--- src/rtl/button_event_arbiter_if.sv ---
// Event stream between the button arbiter (master) and its consumer (slave).
interface button_event_arbiter_if #(
   parameter int unsigned ID_W = 2
);
   logic            evt_valid;
   logic            evt_ready;
   logic [ID_W-1:0] evt_id;

   modport master (output evt_valid, output evt_id, input evt_ready);
   modport slave  (input evt_valid, input evt_id, output evt_ready);
endinterface

--- src/rtl/button_event_arbiter.sv ---
// N push-buttons -> synchronised, edge-detected, pending-flagged events serialised round-robin.
// Define BTN_DEBOUNCE_EN to insert a per-channel stable-count debouncer after the synchroniser.
module button_event_arbiter #(
   parameter int unsigned N_BTN      = 4,
   parameter int unsigned DB_CYCLES  = 50000,
   parameter bit          ACTIVE_LOW = 1'b1
) (
   input  logic                  clk,
   input  logic                  rst_n,
   input  logic [N_BTN-1:0]      btn_raw,
   button_event_arbiter_if.master evt,
   output logic [N_BTN-1:0]      pending,
   output logic                  overrun
);
   localparam int unsigned ID_W = $clog2(N_BTN);
   localparam int unsigned IdxW = ID_W + 1;

   if (N_BTN < 2 || N_BTN > 16 || DB_CYCLES == 0) begin : g_param_check
      $error("button_event_arbiter: unsupported N_BTN or DB_CYCLES");
   end

   typedef enum logic [0:0] {StIdle, StOffer} state_e;

   logic [N_BTN-1:0] raw_pressed, sync1_q, sync2_q, lvl, lvl_d_q, press_q;
   logic [N_BTN-1:0] pending_q, pending_d, clr;
   logic             overrun_q, overrun_d, accept;
   state_e           state_q, state_d;
   logic [ID_W-1:0]  id_q, id_d, ptr_q, ptr_d, pick;
   logic [IdxW-1:0]  rr_idx;
   logic             found;

   assign raw_pressed = ACTIVE_LOW ? ~btn_raw : btn_raw;

   always_ff @(posedge clk or negedge rst_n) begin
      if (!rst_n) begin
         sync1_q <= '0;
         sync2_q <= '0;
         lvl_d_q <= '0;
         press_q <= '0;
      end else begin
         sync1_q <= raw_pressed;
         sync2_q <= sync1_q;
         lvl_d_q <= lvl;
         press_q <= lvl & ~lvl_d_q;
      end
   end

`ifdef BTN_DEBOUNCE_EN
   localparam int unsigned CntW = $clog2(DB_CYCLES + 1);
   logic [CntW-1:0]  cnt_q [N_BTN];
   logic [N_BTN-1:0] lvl_q;

   // Level follows the synced input only after DB_CYCLES consecutive differing samples.
   always_ff @(posedge clk or negedge rst_n) begin
      if (!rst_n) begin
         lvl_q <= '0;
         for (int i = 0; i < int'(N_BTN); i++) cnt_q[i] <= '0;
      end else begin
         for (int i = 0; i < int'(N_BTN); i++) begin
            if (sync2_q[i] != lvl_q[i]) begin
               if (cnt_q[i] == CntW'(DB_CYCLES - 1)) begin
                  lvl_q[i] <= sync2_q[i];
                  cnt_q[i] <= '0;
               end else begin
                  cnt_q[i] <= cnt_q[i] + 1'b1;
               end
            end else begin
               cnt_q[i] <= '0;
            end
         end
      end
   end
   assign lvl = lvl_q;
`else
   assign lvl = sync2_q;
`endif

   assign accept = (state_q == StOffer) && evt.evt_ready;

   // A fresh press on the channel being accepted re-arms it rather than counting as overrun.
   always_comb begin
      clr       = accept ? (N_BTN'(1) << id_q) : '0;
      pending_d = (pending_q & ~clr) | press_q;
      overrun_d = |(press_q & pending_q & ~clr);
   end

   always_ff @(posedge clk or negedge rst_n) begin
      if (!rst_n) begin
         pending_q <= '0;
         overrun_q <= 1'b0;
      end else begin
         pending_q <= pending_d;
         overrun_q <= overrun_d;
      end
   end

   assign pending = pending_q;
   assign overrun = overrun_q;

   always_comb begin
      pick   = '0;
      found  = 1'b0;
      rr_idx = '0;
      for (int k = 0; k < int'(N_BTN); k++) begin
         rr_idx = {1'b0, ptr_q} + IdxW'(k);
         if (rr_idx >= IdxW'(N_BTN)) rr_idx = rr_idx - IdxW'(N_BTN);
         if (!found && pending_q[rr_idx[ID_W-1:0]]) begin
            found = 1'b1;
            pick  = rr_idx[ID_W-1:0];
         end
      end
   end

   always_ff @(posedge clk or negedge rst_n) begin
      if (!rst_n) begin
         state_q <= StIdle;
         id_q    <= '0;
         ptr_q   <= '0;
      end else begin
         state_q <= state_d;
         id_q    <= id_d;
         ptr_q   <= ptr_d;
      end
   end

   always_comb begin
      state_d = state_q;
      id_d    = id_q;
      ptr_d   = ptr_q;
      unique case (state_q)
         StIdle: begin
            if (found) begin
               state_d = StOffer;
               id_d    = pick;
            end
         end
         StOffer: begin
            if (evt.evt_ready) begin
               state_d = StIdle;
               ptr_d   = (id_q == ID_W'(N_BTN - 1)) ? '0 : id_q + 1'b1;
            end
         end
         default: state_d = StIdle;
      endcase
   end

   always_comb begin
      evt.evt_valid = (state_q == StOffer);
      evt.evt_id    = id_q;
   end
endmodule
--- src/flat_wrapper.sv ---
// flat-port wrapper written by rule: the top's interface ports become plain ports
module button_event_arbiter_flat 
#(
   parameter int unsigned N_BTN      = 4,
   parameter int unsigned DB_CYCLES  = 50000,
   parameter bit          ACTIVE_LOW = 1'b1
)
  (clk, rst_n, btn_raw, pending, overrun, evt_evt_valid, evt_evt_id, evt_evt_ready);
  button_event_arbiter_if evt_i ();
  input  logic clk;
  input  logic rst_n;
  input  logic [N_BTN-1:0] btn_raw;
  output logic [N_BTN-1:0] pending;
  output logic overrun;
  output wire logic [$bits(evt_i.evt_valid)-1:0] evt_evt_valid;
  output wire logic [$bits(evt_i.evt_id)-1:0] evt_evt_id;
  input wire logic [$bits(evt_i.evt_ready)-1:0] evt_evt_ready;
  assign evt_evt_valid = evt_i.evt_valid;
  assign evt_evt_id = evt_i.evt_id;
  assign evt_i.evt_ready = evt_evt_ready;
  button_event_arbiter #(.N_BTN(N_BTN), .DB_CYCLES(DB_CYCLES), .ACTIVE_LOW(ACTIVE_LOW)) u_core (.clk(clk), .rst_n(rst_n), .btn_raw(btn_raw), .evt(evt_i), .pending(pending), .overrun(overrun));
endmodule
--- config.mk ---
export PLATFORM = sky130hd
export DESIGN_NAME = button_event_arbiter_flat
export DESIGN_NICKNAME = d
export VERILOG_FILES = /design/src/rtl/button_event_arbiter_if.sv /design/src/rtl/button_event_arbiter.sv /design/src/flat_wrapper.sv
export SDC_FILE = /design/constraint.sdc
export NUM_CORES = 1
export LEC_CHECK = 0
export CAP_MARGIN = 20
export CORE_MARGIN = 2
export CORE_UTILIZATION = 42
export CTS_CLUSTER_DIAMETER = 30
export CTS_CLUSTER_SIZE = 16
export DETAILED_ROUTE_END_ITERATION = 12
export GPL_TIMING_DRIVEN = 0
export HOLD_SLACK_MARGIN = 0.06
export PLACE_DENSITY = 0.76
export SETUP_SLACK_MARGIN = 0.2
export SLEW_MARGIN = 20
export SYNTH_ARGS = -nofsm -noshare
export SYNTH_HDL_FRONTEND = slang
export SYNTH_SLANG_ARGS = --single-unit
--- constraint.sdc ---
create_clock -name clk -period 1.6 [get_ports clk]
set_clock_uncertainty 0.15 [all_clocks]
set_input_delay 0.32 -clock clk [delete_from_list [all_inputs] [get_ports clk]]
set_output_delay 0.32 -clock clk [all_outputs]
set_load 0.02 [all_outputs]
Word level (Yosys, flattened, before mapping)
Cells that the tools add are included.
{"block": "op_classes", "addsub": 8, "magnitude_cmp": 8, "n_eq_ne": 1, "n_shift": 1, "muxes": 25, "n_bitwise": 9, "n_reduce_logical": 10}
{"op": "2-bit two-way mux", "n": 9}
{"op": "4-bit AND", "n": 4}
{"op": "2-bit by 3-bit less-than comparator with 1-bit output, second input constant", "n": 4}
{"op": "4-bit inverter", "n": 3}
{"op": "1-bit two-way mux", "n": 10}
{"op": "3-bit >= comparator, second input constant", "n": 3}
{"op": "1-bit binary-select mux with 2-bit select", "n": 4}
{"op": "2-bit by 1-bit subtractor with 2-bit output, second input constant", "n": 4}
{"op": "2-bit by 2-bit adder with 3-bit output, second input constant", "n": 2}
{"op": "1-bit logical AND", "n": 4}
{"op": "4-bit two-way mux", "n": 1}
{"op": "4-bit OR", "n": 1}
{"op": "2-bit AND reduction", "n": 2}
{"op": "4-bit OR reduction", "n": 1}
{"op": "1-bit by 2-bit << shifter with 4-bit output, first input constant", "n": 1}
{"op": "2-bit by 1-bit adder with 3-bit output, second input constant", "n": 1}
{"op": "2-bit by 3-bit >= comparator with 1-bit output, second input constant", "n": 1}
{"op": "1-bit zero test", "n": 3}
{"op": "2-bit by 1-bit adder with 2-bit output, second input constant", "n": 1}
{"op": "2-bit equality test, second input constant", "n": 1}
{"op": "1-bit case mux with 2 select lines", "n": 1}
{"op": "1-bit inverter", "n": 1}
{"block": "totals", "register_bits": 26, "input_bits": 7, "elab_cells": 71}

Longest topological paths before layout
{"block": "depth", "word_depth": 16, "mapped_depth": 5, "depth_no_buf": 5}

Least setup slack after synthesis
No wires, ideal clock.
{"block": "synth_timing", "kind": "register to register", "startpoint": "reg u_core.pending_q[1] (netlist: u_core.pending[1])", "endpoint": "reg u_core.id_q[0] (netlist: u_core.evt.evt_id[0])", "setup_ps": 128, "arrival_ps": 1187, "setup_slack_ps": 136, "stages_incl_launch_ff": 4, "path_buffers": 0, "synth_period_minus_slack_ps": 1464, "path_cell_list": "dfrtp_1 > nor4_4 > nor2_2 > mux2_1"}
{"block": "synth_via", "elab_chain_cells": 13}
{"element": "start, declared", "line_no": "button_event_arbiter.sv:25", "source": "logic [N_BTN-1:0] pending_q, pending_d, clr;"}
{"element": "start signal, assigned", "line_no": "button_event_arbiter.sv:92", "source": "pending_q <= pending_d;"}
{"element": "1-bit binary-select mux with 2-bit select", "line_no": "button_event_arbiter.sv:107", "source": "if (!found && pending_q[rr_idx[ID_W-1:0]]) begin"}
{"element": "1-bit two-way mux (not written as such)", "line_no": "button_event_arbiter.sv:107"}
{"element": "1-bit two-way mux", "line_no": "button_event_arbiter.sv:107"}
{"element": "1-bit zero test", "line_no": "button_event_arbiter.sv:107"}
{"element": "1-bit logical AND", "line_no": "button_event_arbiter.sv:107"}
{"element": "1-bit two-way mux", "line_no": "button_event_arbiter.sv:107"}
{"element": "1-bit zero test", "line_no": "button_event_arbiter.sv:107"}
{"element": "1-bit logical AND", "line_no": "button_event_arbiter.sv:107"}
{"element": "1-bit two-way mux", "line_no": "button_event_arbiter.sv:107"}
{"element": "1-bit zero test", "line_no": "button_event_arbiter.sv:107"}
{"element": "1-bit logical AND", "line_no": "button_event_arbiter.sv:107"}
{"element": "1-bit two-way mux", "line_no": "button_event_arbiter.sv:107"}
{"element": "2-bit AND reduction (no source line)"}
{"element": "end signal, assigned", "line_no": "button_event_arbiter.sv:121", "source": "id_q <= id_d;"}
{"element": "end, declared", "line_no": "button_event_arbiter.sv:28", "source": "logic [ID_W-1:0] id_q, id_d, ptr_q, ptr_d, pick;"}
Several ways; a longest one is shown, not always the timed one. The select of a mux whose other input is x is not followed.
A chain may end at the register's enable or synchronous reset.

Worst setup path in the final report
{"block": "layout_timing", "startpoint": "reg u_core.pending_q[0] (netlist: u_core.pending[0])", "endpoint": "reg u_core.id_q[0] (netlist: u_core.evt.evt_id[0])"}
Same word-level chain as after synthesis.

==> run_results.csv <==
group,metric,value,unit
setup_path,setup.worst_path.start_class,"flop",
global_route,grt_pass1_vias,665,
sta,grt_setup_unrepaired,"true",
worst_hold_path,hp-class,"reg -> reg",
setup_path,path_cells,"buf_6 > nor4_4 > nor2_2 > mux2_4",
setup_path,crit_path_end,"u_core.evt.evt_id[0]",
global_route,grt_max_degree,27,
clock_tree,cts_max_level,1,
sta,setup_ws,115.9,ps
pwr,p_per_area,1572,nW/um^2
drt,wl_per_cell,13.11,um
sta,holdWs,213.9,ps
setup_path,startpoint,"u_core.pending[0]",
yosys,async_reset_ff_share,100.0,%
pwr,irDropWorstVdd,0.7867,mV
placed_design,post-place-ws,-336.1,ps
job,cap_violations,0,
clock_tree,cts.sinks,26,
clock_tree,cts-root-buf,"clkbuf_4",
placed_design,dp.cells,116,
global_route,grt.overflow.total,0,
final_layout,instances_no_fill,131,
drt,wl,1.718,mm
yosys,yosysUniqueCellTypes,22,
global_route,antenna_found_initial,0,
setup_path,end_kind,"flop",
floorplanning,dieArea,2780,um^2
yosys,synth_top_cell_area_share,65.24,%
placed_design,dp_hpwl,1.078,mm
yosys,yosys_register_bits,26,
placed_design,io_buffer_count,14,
clock_tree,cts.clk_slew.worst_paths,130,ps
final_layout,nets,115,
setup_path,crit_slowest_cell,"dfrtp_2",
clock_tree,cts_max_path_buffers,2,
global_route,grt_use_met3,1.714,%
sta,max_slew_margin,61.77,%
global_route,met2_usage,25.83,%
yosys,yosysTopAreaCell,"dfrtp_1",
yosys,synth_ff_type,"dfrtp_1",
yosys,synth_edf_count,0,
drt,viasPerCell,4.885,
final_layout,register_area,656.9,um^2
yosys,yosysMostFrequentCell,"dfrtp_1",
floorplanning,row_count,17,
final_layout,multi_input_area,351.6,um^2
sta,finalCritPeriodShare,92.76,%
drt,drc_errors,0,
sta,hold_viol,0,
sta,worst_pin_slew,573.5,ps
final_layout,fin_util,58.77,%
floorplanning,die_width,52.73,um
yosys,yosysWarningCount,0,
setup_path,regToRegSetupSlack,120,ps
floorplanning,fp.coreArea,2233,um^2
global_route,groute.usage.overall,14.38,%
final_layout,antenna_cells,0,
floorplanning,start_util,44.65,%
setup_path,worstRegToRegCells,4,
setup_path,crit_type,"reg -> reg",
setup_path,cp.required,1640,ps
yosys,syn_nets,85,
pwr,power_leakage,0.6103,nW
global_route,grt_use_met1,17.01,%
clock_tree,clk_latency,300,ps
yosys,syn_area,997.2,um^2
drt,vias,640,
setup_path,reg2reg_to,"u_core.evt.evt_id[0]",
sta,setup_viol,0,
floorplanning,num_io_pins,15,
final_layout,design_area,1313,um^2
yosys,synth_common_cells,"dfrtp_1 (26), nand3_1 (8), inv_1 (7), ha_1 (4), nor2b_1 (4)",
outcome,status,"finished, final reports clean",
global_route,grt.busiest_layer,"met2",
sta,max_freq,673.8,MHz
clock_tree,cts_tree,"done",
sta,fin_crit,1484,ps
setup_path,cp_max_fo,5,
placed_design,dpl_cell_area,1175,um^2
global_route,grt_pass1_wl,2.891,mm
final_layout,area_growth,31.62,%
floorplanning,die_h,52.73,um
setup_path,cpPeakStageDelay,440,ps
setup_path,r2r-start,"u_core.pending[0]",
final_layout,fillers,190,
drt,drt_iter0_markers,3,
placed_design,gp_congestion,0.8409,
yosys,netlist_instances,74,
yosys,avgSynthCellArea,13.48,um^2
yosys,ys_top_cells_by_area,"dfrtp_1 (65%), ha_1 (5.0%), nand3_1 (4.0%), mux2i_1 (3.0%), inv_1 (2.6%)",
final_layout,layout-drive-gt1-share,42.72,%
drt,postRouteAntennaNets,0,
drt,drt_pass1_iterations,4,
sta,slew_violations,0,
clock_tree,cts_buffers,3,
yosys,yosysSeqAreaShare,65.24,%
setup_path,worstPathArrival,1530,ps
## flip-flops by register name, summed over array words and instances (netlist names)
register / flops
u_core.pending: 4
u_core.press_q: 4
u_core.ptr_q: 2
u_core.lvl: 4
u_core.lvl_d_q: 4
u_core.sync1_q: 4
u_core.overrun: 1
u_core.evt.evt_id: 2
u_core.evt.evt_valid: 1
## where the power goes
| part | switching (mW) | internal (mW) | leakage [nW] |
|---|---|---|---|
| sequential | 0.119 | 0.783 | 0.299 |
| combinational | 0.421 | 0.432 | 0.291 |
| clock | 0.168 | 0.139 | 0.0210 |
## layout by cell type (no fill, tap or decap), drive strengths merged
cell | synthesis | final
and3b | 1 | 1
ha | 4 | 4
nand4 | 1 | 1
clkbuf | 0 | 5
o32ai | 1 | 1
nor2 | 3 | 3
clkdlybuf4s50 | 0 | 5
nand3 | 8 | 8
buf | 1 | 19
a21o | 5 | 5
o21a | 1 | 1
o31ai | 1 | 1
a21oi | 1 | 1
dfrtp | 26 | 26
a222oi | 1 | 1
nor2b | 4 | 4
mux2i | 3 | 3
nor4 | 1 | 1
inv | 7 | 7
mux2 | 2 | 2
dlygate4sd3 | 0 | 1
nand2 | 3 | 3
## cell families after synthesis
kind of cell / count (synthesis) / synth area share (%)
and+or+nand+nor: 21 / 12.67
buffers and inverters: 8 / 3.137
muxes: 5 / 5.270
AOI/OAI and AO/OA: 10 / 8.658
adders and majority gates: 4 / 5.019
DFF: 26 / 65.24
## through the flow
| stage | TNS [ps] | power (mW) |
|---|---|---|
| 2_1_floorplan | 0 | 1.288 |
| 3_3_place_gp | -5399 | 1.521 |
| 3_5_place_dp | -6665 | 1.553 |
| 4_1_cts | 0 | 1.961 |
| 5_1_grt | 0 | 2.209 |
| 6_report | 0 | 2.063 |
## layer usage
metal | up-vias | routed length, um
met5 | - | 0
met4 | 0 | 10
met3 | 2 | 59
met2 | 12 | 921
met1 | 314 | 726
li1 | 312 | -
## critical path, delay by kind of cell (launching register included)
| kind | cells | cell delay (ps) |
|---|---|---|
| simple gates | 2 | 340 |
| flops | 1 | 440 |
| buf+inv | 1 | 140 |
| mux | 1 | 310 |
## timing repair
action                                 CTS  global route
setup endpoints to repair               35            10
resized for setup                       38            14
cloned                                   0             0
setup buffers                            8             2
hold buffers                             0             1
endpoints found under the hold margin    0            26
pin swaps                                2             3
## final cells by class
type / count / share of cell area [%]
repair buffers: 25 / 14.97
multi-input cells: 40 / 26.79
plain buffers: 1 / 0.3813
clock buffers: 4 / 2.765
well taps: 28 / 2.669
inverters: 7 / 2.383
flip-flops and latches: 26 / 50.05
## worst min-delay path by stage
stage	startpoint	to	slack, ps	cells after the start
final	u_core.sync1_q[1]	u_core.lvl[1]	210	0
after CTS	rst_n	u_core.ptr_q[0]	210	1
after global placement	u_core.sync1_q[1]	u_core.lvl[1]	180	0
after floorplan	rst_n	u_core.evt.evt_id[0]	-130	0
after detailed placement	u_core.sync1_q[1]	u_core.lvl[1]	190	0
after global routing	u_core.sync1_q[3]	u_core.lvl[3]	230	0
Power figures use the tool's default switching activity.
